===== src/rtl/uart_tx_ctrl_if.sv =====
// uart_tx_ctrl_if: upstream handshake and serializer signals of the UART transmit
// frame controller. The master side is the byte source plus the serializer; the
// slave side is the frame controller itself.
interface uart_tx_ctrl_if #(
    parameter int WIDTH = 8
);
    logic [WIDTH-1:0] P_DATA;
    logic             Data_Valid;
    logic             PAR_EN;
    logic             PAR_TYP;
    logic             ser_data;
    logic             Ser_EN;
    logic [WIDTH-1:0] Ser_Data;
    logic             TX_OUT;
    logic             Busy;

    modport master (
        output P_DATA, Data_Valid, PAR_EN, PAR_TYP, ser_data,
        input  Ser_EN, Ser_Data, TX_OUT, Busy
    );

    modport slave (
        input  P_DATA, Data_Valid, PAR_EN, PAR_TYP, ser_data,
        output Ser_EN, Ser_Data, TX_OUT, Busy
    );
endinterface


===== src/rtl/uart_tx_ctrl.sv =====
// uart_tx_ctrl: UART transmit frame sequencer. One CLK cycle is one bit period.
// Frame: start bit, WIDTH data bits (LSB first, supplied by the external serializer),
// optional parity bit, STOP_BITS stop bits. Back-to-back frames need no idle gap.
// Build option: define UART_TX_PARITY_EN to build the parity bit path; without it
// PAR_EN/PAR_TYP are ignored and frames never carry a parity bit.
//
// state  | meaning
// IDLE   | line high, waiting for Data_Valid
// START  | start bit (0); serializer loads Ser_Data
// DATA   | WIDTH data bits from ser_data; serializer shifts
// PARITY | parity bit (parity builds only)
// STOP   | STOP_BITS stop bits (1); last one may accept the next byte
module uart_tx_ctrl #(
    parameter int WIDTH     = 8,
    parameter int STOP_BITS = 1     // 1 or 2
) (
    input logic           CLK,
    input logic           Reset,
    uart_tx_ctrl_if.slave bus
);

    localparam int CNT_W = (WIDTH > 1) ? $clog2(WIDTH) : 1;

`ifdef UART_TX_PARITY_EN
    typedef enum logic [2:0] {IDLE, START, DATA, PARITY, STOP} state_t;
`else
    typedef enum logic [1:0] {IDLE, START, DATA, STOP} state_t;
`endif

    state_t           state;
    logic [CNT_W-1:0] bit_cnt;
    logic             stop_cnt;
    logic [WIDTH-1:0] ser_data_q;
    logic             last_bit;
    logic             last_stop;
    logic             ready;
    logic             accept;
    logic             tx_out;

    assign last_bit  = (bit_cnt == CNT_W'(WIDTH - 1));
    assign last_stop = (stop_cnt == 1'(STOP_BITS - 1));
    assign ready     = (state == IDLE) || ((state == STOP) && last_stop);
    assign accept    = ready && bus.Data_Valid;

`ifdef UART_TX_PARITY_EN
    logic par_en_q;
    logic par_bit;

    // Capture parity enable and the parity bit at accept so later input changes cannot touch the frame.
    always_ff @(posedge CLK or posedge Reset) begin
        if (Reset) begin
            par_en_q <= 1'b0;
            par_bit  <= 1'b0;
        end else if (accept) begin
            par_en_q <= bus.PAR_EN;
            par_bit  <= bus.PAR_TYP ? ~^bus.P_DATA : ^bus.P_DATA;
        end
    end
`else
    logic unused_par;
    assign unused_par = bus.PAR_EN ^ bus.PAR_TYP;
`endif

    // Frame sequencer: accept has priority so the last stop cycle can chain straight into START.
    always_ff @(posedge CLK or posedge Reset) begin
        if (Reset) begin
            state      <= IDLE;
            bit_cnt    <= '0;
            stop_cnt   <= 1'b0;
            ser_data_q <= '0;
        end else if (accept) begin
            state      <= START;
            bit_cnt    <= '0;
            stop_cnt   <= 1'b0;
            ser_data_q <= bus.P_DATA;
        end else begin
            case (state)
                IDLE:  state <= IDLE;
                START: state <= DATA;
                DATA: begin
                    if (last_bit) begin
`ifdef UART_TX_PARITY_EN
                        state <= par_en_q ? PARITY : STOP;
`else
                        state <= STOP;
`endif
                    end else begin
                        bit_cnt <= bit_cnt + CNT_W'(1);
                    end
                end
`ifdef UART_TX_PARITY_EN
                PARITY: state <= STOP;
`endif
                STOP: begin
                    if (last_stop) begin
                        state <= IDLE;
                    end else begin
                        stop_cnt <= stop_cnt + 1'b1;
                    end
                end
                default: state <= IDLE;
            endcase
        end
    end

    // Serial line mux decoded from the registered state; only DATA passes the serializer bit through.
    always_comb begin
        tx_out = 1'b1;
        case (state)
            START:   tx_out = 1'b0;
            DATA:    tx_out = bus.ser_data;
`ifdef UART_TX_PARITY_EN
            PARITY:  tx_out = par_bit;
`endif
            default: tx_out = 1'b1;
        endcase
    end

    assign bus.TX_OUT   = tx_out;
    assign bus.Busy     = (state != IDLE);
    assign bus.Ser_EN   = (state == START) || (state == DATA);
    assign bus.Ser_Data = ser_data_q;

endmodule

===== src/flat_wrapper.sv =====
// flat-port wrapper written by rule: the top's interface ports become plain ports
module uart_tx_ctrl_flat 
#(
    parameter int WIDTH     = 8,
    parameter int STOP_BITS = 1              
)
  (CLK, Reset, bus_P_DATA, bus_Data_Valid, bus_PAR_EN, bus_PAR_TYP, bus_ser_data, bus_Ser_EN, bus_Ser_Data, bus_TX_OUT, bus_Busy);
  uart_tx_ctrl_if #(.WIDTH(WIDTH)) bus_i ();
  input logic CLK;
  input logic Reset;
  input wire logic [$bits(bus_i.P_DATA)-1:0] bus_P_DATA;
  input wire logic [$bits(bus_i.Data_Valid)-1:0] bus_Data_Valid;
  input wire logic [$bits(bus_i.PAR_EN)-1:0] bus_PAR_EN;
  input wire logic [$bits(bus_i.PAR_TYP)-1:0] bus_PAR_TYP;
  input wire logic [$bits(bus_i.ser_data)-1:0] bus_ser_data;
  output wire logic [$bits(bus_i.Ser_EN)-1:0] bus_Ser_EN;
  output wire logic [$bits(bus_i.Ser_Data)-1:0] bus_Ser_Data;
  output wire logic [$bits(bus_i.TX_OUT)-1:0] bus_TX_OUT;
  output wire logic [$bits(bus_i.Busy)-1:0] bus_Busy;
  assign bus_i.P_DATA = bus_P_DATA;
  assign bus_i.Data_Valid = bus_Data_Valid;
  assign bus_i.PAR_EN = bus_PAR_EN;
  assign bus_i.PAR_TYP = bus_PAR_TYP;
  assign bus_i.ser_data = bus_ser_data;
  assign bus_Ser_EN = bus_i.Ser_EN;
  assign bus_Ser_Data = bus_i.Ser_Data;
  assign bus_TX_OUT = bus_i.TX_OUT;
  assign bus_Busy = bus_i.Busy;
  uart_tx_ctrl #(.WIDTH(WIDTH), .STOP_BITS(STOP_BITS)) u_core (.CLK(CLK), .Reset(Reset), .bus(bus_i));
endmodule

===== config.mk =====
export PLATFORM = sky130hd
export DESIGN_NAME = uart_tx_ctrl_flat
export DESIGN_NICKNAME = d
export VERILOG_FILES = /design/src/rtl/uart_tx_ctrl_if.sv /design/src/rtl/uart_tx_ctrl.sv /design/src/flat_wrapper.sv
export SDC_FILE = /design/constraint.sdc
export NUM_CORES = 1
export LEC_CHECK = 0
export BUFFER_PORTS_ARGS = -buffer_cell sky130_fd_sc_hd__buf_2
export CELL_PAD_IN_SITES_DETAIL_PLACEMENT = 2
export CELL_PAD_IN_SITES_GLOBAL_PLACEMENT = 2
export CORE_UTILIZATION = 29
export DETAILED_ROUTE_END_ITERATION = 16
export GPL_TIMING_DRIVEN = 0
export HOLD_SLACK_MARGIN = 0.05
export MAX_ROUTING_LAYER = met4
export PLACE_DENSITY_LB_ADDON = 0.1
export SLEW_MARGIN = 15
export SYNTH_ARGS = -nofsm -noshare
export SYNTH_HDL_FRONTEND = slang
export SYNTH_SLANG_ARGS = --single-unit

===== constraint.sdc =====
create_clock -name CLK -period 2.3 [get_ports CLK]
set_clock_uncertainty 0.2 [all_clocks]
set_input_delay 0.46 -clock CLK [delete_from_list [all_inputs] [get_ports CLK]]
set_output_delay 0.46 -clock CLK [all_outputs]
set_load 0.01 [all_outputs]

==> run summary, run 1 <==
GRT overflow - 0
Critical Path RT - 1.64 ns
Clock Latency Late Sink - 0.27 ns
Worst hold margin - 0.209 ns
Cell area after layout - 836 um2
Port-buffer cells - 22
Post-synth top area cell - dfrtp_1
Hold Path Sink - u_core.bus.Ser_Data[1]
Via density - 4.32
Worst setup SP type - register
Pre-CTS setup slack - 0.480 ns
Leakage - 0.440 nW
Fmax achieved - 515 MHz
Final core occ - 0.409
Reg area - 325 um2
Net Sw Frac - 0.357
Most frequent cells in the layout - buf_2, dfrtp_1, mux2_4
H-tree level count - 1
Die ar. - 0.00245 mm2
Area Overhead vs Synth - 27.5%
Core area - 0.00204 mm2
Setup_tns - 0 ns
Count of cell types in the netlist - 15
CTS tree - built
Post-route DRC - 0
Synthesized area - 656 um2
Synth top area cells - dfrtp_1, mux2_4, ha_1
Multi-input logic area - 289 um2
Ant diodes - 0
Layout cells sized above 1 - 0.521
Max Slew Vio Count - 0
First-pass GRT wire length - 2050 um
Initial Utilization - 0.321
Crit. End Element - output port
Sequential share of power - 0.333
Worst reg2reg path depth - 5
WL/cell - 12.1 um
Reg-to-Reg Start - u_core.state[1]
CTS Root Cell - clkbuf_4
Clk sinks - 13
Clock share of power - 0.114
Minimum clock period - 1.94 ns
Die Span X - 49.5 um
Worst Setup Slack, final - 0.357 ns
Seq/Total Area, Yosys - 0.496
Final worst-path cycle share - 0.845
Via count - 432
Most common cell after layout, fill and taps aside - buf_2
Mean Syn Cell Area - 14.3 um2
Hold Crit Class - in -> reg
Internal - 0.795 mW
Net switching power - 0.441 mW
Yosys reg bits - 13
Largest net degree at the start of global routing - 14
Top Ports - 25
Setup slack, reg-to-reg - 0.51 ns
Pre-antenna DRT Iters - 1
Placed cells - 95
Yosys top cell area share - 0.496
Reg2reg end - u_core.bus.Ser_Data[0]
# nets final - 94
Max Cap Violations - 0
GRT Overall Usage - 0.118
Filler-free cell count of the finished design - 100
Clk slew on worst S/H paths - 0.08 ns
RSZ-0062 raised after global routing - no
Final Hold Fails - 0
# setup viols final - 0
HP Start - bus_P_DATA[1]
Yosys warning count - 0
Post-DP HPWL - 964 um
Crit path kind - reg -> out
Slew headroom - 0.667
Worst Path Max Fanout - 4
Vias in the first global route - 442
RePlAce Congestion - 0.696
Chip height - 49.5 um
Clk buf depth - 2
WHS Path Cells - 2
Data arrival, critical path - 1.28 ns
Syn nets - 66
Std cell rows - 16
DRT Wirelength - 1210 um
Slew @ Worst Pin - 0.499 ns
Cts bufs inserted - 3
Initial antenna violation count - 0
Synthesized instance count - 46
Peak supply drop - 0.000570 V
Combinational power share - 0.553
PD cells - 1480 mW/mm2
Overall Power - 1.24 mW
Outcome - finished clean
Post-CTS Resized - 0
Routed Antenna Nets - 0
Fill cell count - 240
Iter 0 DRT Violations - 0
Post-place instance area - 800 um2
==> power groups by stage <==
stage | sequential (mW) | combinational [mW] | clock, mW
6_report | 0.412 | 0.683 | 0.141
5_1_grt | 0.425 | 0.753 | 0.160
4_1_cts | 0.414 | 0.708 | 0.153
3_5_place_dp | 0.417 | 0.702 | 0
3_3_place_gp | 0.414 | 0.677 | 0
2_1_floorplan | 0.442 | 0.476 | 0
==> state kept, by name (all words and copies together), names as in the netlist <==
register / flops
u_core.state: 2
u_core.bus.Ser_Data: 8
u_core.bit_cnt: 3
==> cell families after synthesis <==
| family | count (synthesis) | synth area share |
|---|---|---|
| flip-flops | 13 | 0.496 |
| multiplexers | 11 | 0.225 |
| AND/OR/NAND/NOR | 7 | 0.0725 |
| buffers and inverters | 6 | 0.0630 |
| adder cells (fa/ha/maj) | 6 | 0.115 |
| AO/OA/AOI/OAI | 2 | 0.0153 |
| XOR/XNOR | 1 | 0.0134 |
==> critical path, stage by stage (launching register included) <==
cell and delay [ns]:
dfrtp_1 0.41, inv_1 0.08, ha_1 0.36, buf_2 0.16
==> layout make-up <==
cell class	instances	share of cell area
tap	27	0.0404
buffer	2	0.0314
timing repair buffer	23	0.144
clock buffer	4	0.0314
sequential	13	0.389
inverter	4	0.0180
multi-input combinational	27	0.346
==> worst max path at each step <==
stage,cells after the start,startpoint,end,slack [ns]
floorplan,5,u_core.state[1],u_core.bus.Ser_Data[0],0.59
global placement,5,u_core.state[1],u_core.bus.Ser_Data[0],0.52
detailed placement,5,u_core.state[1],u_core.bus.Ser_Data[7],0.48
CTS,3,u_core.state[1],bus_Ser_EN,0.31
global route,3,u_core.state[1],bus_Ser_EN,0.28
finish,3,u_core.state[1],bus_Ser_EN,0.36
==> synthesized netlist by cell type (all sizes together) <==
cell type / count
nand2: 1
buf: 2
mux2i: 2
nor2b: 2
xnor2: 1
nor3: 1
mux2: 9
nor2: 3
ha: 6
inv: 4
dfrtp: 13
o21ai: 1
a21oi: 1
==> repair_timing <==
action                                  4_1_cts  5_1_grt
hold buffers                                  1        0
endpoints found under the setup margin        0        0
hold endpoints to repair                     13        0
buffers inserted                              0        0
==> metal layers <==
metal	wire [um]	part of all wire	track usage
met1	527	0.44	0.146
met2	585	0.48	0.176
met3	74	0.061	0.0247
met4	19	0.016	0.0714
met5	0	0	-
Power figures use the tool's default switching activity.
==> run 2, diff against run 1 <==
--- a/config.mk
+++ b/config.mk
@@ -8,7 +8,7 @@
 export BUFFER_PORTS_ARGS = -buffer_cell sky130_fd_sc_hd__buf_2
 export CELL_PAD_IN_SITES_DETAIL_PLACEMENT = 2
 export CELL_PAD_IN_SITES_GLOBAL_PLACEMENT = 2
-export CORE_UTILIZATION = 29
+export CORE_UTILIZATION = 27
 export DETAILED_ROUTE_END_ITERATION = 16
 export GPL_TIMING_DRIVEN = 0
 export HOLD_SLACK_MARGIN = 0.05
==> constraint.sdc (replaced) <==
create_clock -name CLK -period 1.6 [get_ports CLK]
set_clock_uncertainty 0.2 [all_clocks]
set_input_delay 0.32 -clock CLK [delete_from_list [all_inputs] [get_ports CLK]]
set_output_delay 0.32 -clock CLK [all_outputs]
set_load 0.01 [all_outputs]
==> run summary, run 2 (synthesis results as in run 1) <==
Outcome - finished, violations left
Failing checks - negative setup slack
CTS tree - built
Hold Crit Class - in -> reg
Max FFs per register - 8
Largest net degree at the start of global routing - 14
Worst setup SP type - register
Cts bufs inserted - 3
CTS Root Cell - clkbuf_4
Setup_tns - -0.772 ns
Worst Path Max Fanout - 3
Post-route DRC - 0
Layout cells sized above 1 - 0.714
GRT Overall Usage - 0.136
Final worst-path cycle share - 1.07
Initial Utilization - 0.291
RePlAce Congestion - 0.614
Via count - 471
Leakage - 0.500 nW
Routed Antenna Nets - 0
WL/cell - 12.8 um
# nets final - 105
Port-buffer cells - 22
Max Slew Vio Count - 0
Crit path kind - reg -> out
# setup viols final - 12
Clk slew on worst S/H paths - 0.08 ns
Clock Latency Late Sink - 0.28 ns
Peak supply drop - 0.000894 V
Clk buf depth - 2
Iter 0 DRT Violations - 3
Clk sinks - 13
Crit. End Element - output port
Post-place instance area - 813 um2
Vias in the first global route - 532
Area Overhead vs Synth - 51.1%
Slew @ Worst Pin - 0.502 ns
Worst Setup Slack, final - -0.107 ns
RSZ-0062 raised after global routing - yes
Post-DP HPWL - 940 um
GRT overflow - 0
Pre-antenna DRT Iters - 2
Die Span X - 51.3 um
Core area - 0.00225 mm2
Data arrival, critical path - 1.19 ns
First-pass GRT wire length - 2440 um
Minimum clock period - 1.71 ns
Die ar. - 0.00263 mm2
Ant diodes - 0
DRT Wirelength - 1430 um
Critical Path RT - 1.08 ns
H-tree level count - 1
Fmax achieved - 586 MHz
PD cells - 2240 mW/mm2
Top Ports - 25
Max Cap Violations - 0
Slew headroom - 0.665
Chip height - 51.3 um
Cell area after layout - 991 um2
Final Hold Fails - 0
Fill cell count - 245
Pre-CTS setup slack - -0.0733 ns
Via density - 4.21
Std cell rows - 17
Most common cell after layout, fill and taps aside - buf_2
Worst hold margin - 0.0543 ns
Initial antenna violation count - 0
Most frequent cells in the layout - buf_2, dfrtp_1, mux2_4, buf_4, buf_6
-- run 2: power by group --
part	internal [mW]	switching (mW)	total [mW]	leakage (nW)
registers	0.499	0.107	0.606	0.156
logic	0.847	0.549	1.40	0.329
clock network	0.0970	0.117	0.214	0.0150
total	1.44	0.773	2.22	0.500
-- run 2: critical path: stages (launching register included) --
cell and delay, ns:
dfrtp_1 0.40, inv_2 0.12, ha_4 0.16, nand2_2 0.05
o21ai_2 0.04, buf_2 0.13
-- run 2: through the flow --
step | instances | total power, mW | util
finish | 112 | 2.22 | 0.440
global route | 112 | 2.40 | 0.440
CTS | 108 | 2.06 | 0.412
detailed placement | 96 | 1.66 | 0.361
global placement | 96 | 1.63 | 0.361
floorplan | 46 | 1.37 | -
-- run 2: area by class of cell --
cell class                      instances  area [um2]  share of cell area
Multi-Input combinational cell         27         340               0.343
Sequential cell                        13         327               0.330
Tap cell                               28        35.0              0.0354
Buffer                                  2        26.3              0.0265
Clock buffer                            4        26.3              0.0265
Inverter                                4        15.0              0.0152
Timing Repair Buffer                   34         221               0.223
-- run 2: worst paths after layout --
path	start	end	depth (start not counted)	slack, ns
worst max register to register	u_core.state[1]	u_core.bus.Ser_Data[4]	5	-0.08
worst max-delay path	u_core.state[0]	bus_TX_OUT	5	-0.11
min in group asynchronous	Reset	u_core.bus.Ser_Data[6]	3	0.40
worst min register to register	u_core.bus.Ser_Data[6]	u_core.bus.Ser_Data[6]	1	0.31
max in group asynchronous	Reset	u_core.state[1]	3	0.43
worst min-delay path	bus_P_DATA[7]	u_core.bus.Ser_Data[7]	2	0.05
-- run 2: what timing repair did --
action	4_1_cts	5_1_grt
gates resized for setup	9	7
endpoints found under the hold margin	13	1
hold buffers	1	1
endpoints found under the setup margin	12	16
buffers inserted	7	3
gates cloned	0	0
pin swaps	3	2
-- run 2: metal layers --
| metal | wire (um) | up-vias | track usage |
|---|---|---|---|
| li1 | - | 225 | - |
| met1 | 616 | 228 | 0.151 |
| met2 | 713 | 14 | 0.219 |
| met3 | 62 | 4 | 0.0357 |
| met4 | 35 | 0 | 0.0811 |
| met5 | 0 | - | - |
